[config.mk]
export PLATFORM = sky130hd
export DESIGN_NAME = soc_run_supervisor
export DESIGN_NICKNAME = d
export VERILOG_FILES = /design/src/rtl/soc_run_supervisor.sv
export SDC_FILE = /design/constraint.sdc
export NUM_CORES = 1
export LEC_CHECK = 0
export BUFFER_PORTS_ARGS = -buffer_cell sky130_fd_sc_hd__buf_2
export CELL_PAD_IN_SITES_DETAIL_PLACEMENT = 1
export CELL_PAD_IN_SITES_GLOBAL_PLACEMENT = 1
export CORE_AREA = 2 2 65 67
export DETAILED_ROUTE_END_ITERATION = 12
export DIE_AREA = 0 0 67 69
export PLACE_DENSITY = 0.9
export SYNTH_ARGS = -nofsm -noshare
export SYNTH_HDL_FRONTEND = slang
export SYNTH_SLANG_ARGS = --single-unit
[constraint.sdc]
create_clock -name clk -period 4.75 [get_ports clk]
set_input_delay 0.2375 -clock clk [delete_from_list [all_inputs] [get_ports clk]]
set_output_delay 0.2375 -clock clk [all_outputs]
set_load 0.02 [all_outputs]
[src/rtl/soc_run_supervisor.sv]
// Host-side run supervisor for the SoC start/finish handshake: holds the CPU in reset,
// pulses start, waits for the finish rise, counts cycles and reports sticky run status.
module soc_run_supervisor #(
    parameter int RST_CYCLES = 3,
    parameter int MAX_CYCLES = 10000,
    parameter int CNT_W      = 16
) (
    input  logic             clk,
    input  logic             rst_b,
    input  logic             go,
    input  logic             abort,
    input  logic             cpu_finish,
    output logic             cpu_rst_b,
    output logic             cpu_start,
    output logic             busy,
    output logic             done,
    output logic             timed_out,
    output logic             aborted,
    output logic [CNT_W-1:0] cycles
);

    typedef enum logic [2:0] {
        S_IDLE,
        S_RSTQ,
        S_SETTLE,
        S_PULSE,
        S_WAITLO,
        S_WAITHI,
        S_DONE
    } state_t;

    localparam int              PH_W    = (RST_CYCLES > 1) ? $clog2(RST_CYCLES) : 1;
    localparam logic [PH_W-1:0] PH_LOAD = PH_W'(RST_CYCLES - 1);
    localparam logic [CNT_W-1:0] CNT_MAX = CNT_W'(MAX_CYCLES);

    state_t            state;
    logic [PH_W-1:0]   phase;
    logic [CNT_W-1:0]  cycles_inc;

    assign cycles_inc = cycles + CNT_W'(1);

    // NOTE: every register, including outputs, lives in this one block and uses <= only,
    // so each branch sees the pre-edge values and the reset is purely synchronous.
    always_ff @(posedge clk) begin
        if (!rst_b) begin
            state     <= S_IDLE;
            phase     <= '0;
            cpu_rst_b <= 1'b0;
            cpu_start <= 1'b0;
            busy      <= 1'b0;
            done      <= 1'b0;
            timed_out <= 1'b0;
            aborted   <= 1'b0;
            cycles    <= '0;
        end else if (abort && state != S_IDLE) begin
            // Abort overrides everything; cycles freezes and only the aborted flag remains.
            state     <= S_IDLE;
            busy      <= 1'b0;
            cpu_start <= 1'b0;
            cpu_rst_b <= 1'b0;
            aborted   <= 1'b1;
            done      <= 1'b0;
        end else begin
            case (state)
                S_IDLE: begin
                    if (go) begin
                        state     <= S_RSTQ;
                        busy      <= 1'b1;
                        cycles    <= '0;
                        done      <= 1'b0;
                        timed_out <= 1'b0;
                        aborted   <= 1'b0;
                        cpu_rst_b <= 1'b0;
                        phase     <= PH_LOAD;
                    end
                end
                S_RSTQ: begin
                    if (phase == '0) begin
                        state     <= S_SETTLE;
                        cpu_rst_b <= 1'b1;
                    end else begin
                        phase <= phase - PH_W'(1);
                    end
                end
                S_SETTLE: begin
                    state     <= S_PULSE;
                    cpu_start <= 1'b1;
                end
                S_PULSE: begin
                    state     <= S_WAITLO;
                    cpu_start <= 1'b0;
                end
                S_WAITLO: begin
                    cycles <= cycles_inc;
                    if (cycles_inc == CNT_MAX) begin
                        state     <= S_IDLE;
                        busy      <= 1'b0;
                        timed_out <= 1'b1;
                        cpu_rst_b <= 1'b0;
                    end else if (!cpu_finish) begin
                        state <= S_WAITHI;
                    end
                end
                S_WAITHI: begin
                    // A finish rise on the boundary cycle beats the timeout.
                    if (cpu_finish) begin
                        state <= S_DONE;
                        done  <= 1'b1;
                    end else begin
                        cycles <= cycles_inc;
                        if (cycles_inc == CNT_MAX) begin
                            state     <= S_IDLE;
                            busy      <= 1'b0;
                            timed_out <= 1'b1;
                            cpu_rst_b <= 1'b0;
                        end
                    end
                end
                S_DONE: begin
                    state <= S_IDLE;
                    busy  <= 1'b0;
                end
                default: begin
                    state <= S_IDLE;
                    busy  <= 1'b0;
                end
            endcase
        end
    end

endmodule

==> results.sh <==
export IMPL_peakVddDrop_mv=0.1455
export IMPL_timing_final_crit_share_pct=56.68
export IMPL_final_cell_mix="dfxtp_1 (27), buf_2 (26), nand2_1 (22)"
export IMPL_layout_cells_non_filler=284
export IMPL_syn_nets=221
export IMPL_clk_pin_slew_ns=0.10
export IMPL_rows=23
export IMPL_ios=27
export IMPL_dpl_hpwl_um=3139
export IMPL_cp_cell_sequence="nand2b_1 -> a21oi_1 -> o21a_1 -> nand2_1 -> or4_1 -> a21boi_0"
export IMPL_synthesis_area_mm2=0.001622
export IMPL_drc=0
export IMPL_via_per_inst=5.831
export IMPL_avgSynthCellArea_um2=7.577
export IMPL_clock_latency_ns=0.28
export IMPL_cp_end_kind="flop"
export IMPL_cts_path_max_buffers=2
export IMPL_cts_sinks=27
export IMPL_max_clock_freq_mhz=371.4
export IMPL_cts_tree="done"
export IMPL_worstPathRequired_ns=4.96
export IMPL_dpl_worst_slack_ns=2.129
export IMPL_final_area_mm2=0.001815
export IMPL_cts_resized=0
export IMPL_hold_path_class="in -> reg"
export IMPL_critPathKind="reg -> reg"
export IMPL_core_area_mm2=0.003914
export IMPL_dpl_cell_count=280
export IMPL_ant_nets=0
export IMPL_max_stage_delay_ns=0.93
export IMPL_leakagePower_nw=0.6691
export IMPL_grt_max_degree=29
export IMPL_antenna_found_initial=0
export IMPL_seq_area_um2=540.5
export IMPL_cpMaxStageDelayCell="dfxtp_1"
export IMPL_grt_overflow=0
export IMPL_drt_pass1_iterations=4
export IMPL_slew_headroom_pct=34.08
export IMPL_post_cts_buffers=0
export IMPL_cp_arrival_ns=2.91
export IMPL_tns_ns=0
export IMPL_layout_nets=242
export IMPL_finalSetupViolCount=0
export IMPL_drive_gt1_share_pct=15.38
export IMPL_htreeDepth=1
export IMPL_synth_seq_area_share_pct=33.33
export IMPL_antenna_cells=0
export IMPL_cts_made_buffers=3
export IMPL_fin_ws_ns=2.058
export IMPL_finalCriticalPeriod_ns=2.692
export IMPL_die_w_um=67
export IMPL_place_area_mm2=0.001770
export IMPL_port_buffers=26
export IMPL_areaGrowthSynthToFinish_pct=11.96
export IMPL_grt_pass1_wl_um=7866
export IMPL_routed_wl_um=4492
export IMPL_finClkSkew_ns=0.004529
export IMPL_start_util_pct=41.43
export IMPL_fillerInstances=527
export IMPL_dieArea_mm2=0.004623
export IMPL_cts_hold_buffers_added=0
export IMPL_maxCapViolCount=0
export IMPL_layout_commonest_cell="dfxtp_1"
export IMPL_multi_input_area_um2=992.2
export IMPL_status="finished clean"
export IMPL_drt_iter0_markers=86
export IMPL_num_vias=1656
export IMPL_fp_dieH_um=69
export IMPL_synthCells=214
export IMPL_path_max_fanout=28
export IMPL_synth_distinct_cells=43
export IMPL_hold_viol_final=0
export IMPL_grtUsageTotal_pct=21.52
export IMPL_yosys_warnings=0
export IMPL_wl_per_cell_um=15.82
export IMPL_p_total_uw=641.9
export IMPL_grt_pass1_vias=1656
export IMPL_post_route_util_pct=46.39
export IMPL_clockRootBuffer="clkbuf_8"
export IMPL_place_congestion=0.8341
export IMPL_holdWs_ns=0.2994
export IMPL_powerDensity_mw_per_mm2=353.6
export IMPL_drv_slew=0
export IMPL_synth_seq_cells=27
export IMPL_rsz0062_at_grt="false"
export IMPL_critPathLaunchType="flop"
export IMPL_tightestPinTransition_ns=0.9822
[layer usage]
metal	track usage, %	vias up	share of wire [%]
met5	0	-	0
met4	7.483	0	1.8
met3	3.752	9	3.3
met2	31.90	35	46
met1	31.08	790	49
li1	-	822	-
[kinds of logic (layout without fill, tap and decap cells)]
| logic type | count (synthesis) | after routing | synth area share (%) |
|---|---|---|---|
| buffers and inverters | 22 | 42 | 5.479 |
| adders and majority gates | 2 | 2 | 1.543 |
| AOI/OAI and AO/OA | 67 | 67 | 27.39 |
| and+or+nand+nor | 90 | 90 | 29.01 |
| DFF | 27 | 27 | 33.33 |
| xor gates and xnor gates | 6 | 6 | 3.241 |
[worst max-delay path, delay by kind of cell (launching register included)]
| family | cells | cell delay (ns) |
|---|---|---|
| flip-flops | 1 | 0.93 |
| AO/OA/AOI/OAI | 3 | 0.73 |
| AND/OR/NAND/NOR | 3 | 0.96 |
[sequential cells by signal, indices dropped and copies added (netlist names)]
name / flops
cycles: 16
busy: 1
aborted: 1
cpu_rst_b: 1
cpu_start: 1
timed_out: 1
state: 3
done: 1
phase: 2
[layout make-up]
| cell class | instances | area share, % |
|---|---|---|
| sequential | 27 | 29.77 |
| inverter | 12 | 2.481 |
| clock buffer | 4 | 2.481 |
| multi-input combinational | 165 | 54.65 |
| tap | 50 | 3.446 |
| timing repair buffer | 26 | 7.167 |
[cell usage after synthesis (all sizes together)]
library cell,count,area [µm²]
dfxtp,27,540.5
nand2,22,82.58
nor2,16,60.06
o21ai,16,80.07
a21oi,14,73.82
inv,12,45.04
nand3,11,70.07
nor3,10,50.05
o21a,9,67.56
a21boi,7,52.55
clkbuf,7,26.28
nand4,6,37.54
or4,6,48.80
and2,5,31.28
nor2b,5,31.28
o31ai,4,35.03
xor2,4,35.03
buf,3,17.52
nand2b,3,18.77
a22oi,2,15.01
a31oi,2,12.51
ha,2,25.02
nor4,2,12.51
o2111ai,2,17.52
o211ai,2,15.01
o22ai,2,12.51
or3,2,12.51
xnor2,2,17.52
a211o,1,8.760
a22o,1,8.760
a31o,1,8.760
nor4b,1,8.760
o211a,1,10.01
o311ai,1,8.760
o32ai,1,8.760
o41ai,1,8.760
or2,1,6.260
[power by group]
part           total (mW)  leakage (nW)  switching (mW)  internal (mW)
clock               0.136        0.0228          0.0756         0.0603
sequential          0.302         0.219          0.0501          0.252
combinational       0.204         0.427           0.129         0.0744
[worst paths after layout]
kind / slack, ns / start / end / cells after the start
worst max-delay path: 2.06 / state[2] / cycles[14] / 6
worst min-delay path: 0.30 / cpu_finish / done / 3
worst max register to register: 2.06 / state[2] / cycles[14] / 6
worst min register to register: 0.45 / timed_out / timed_out / 2
(Power assumes the default switching activity.)
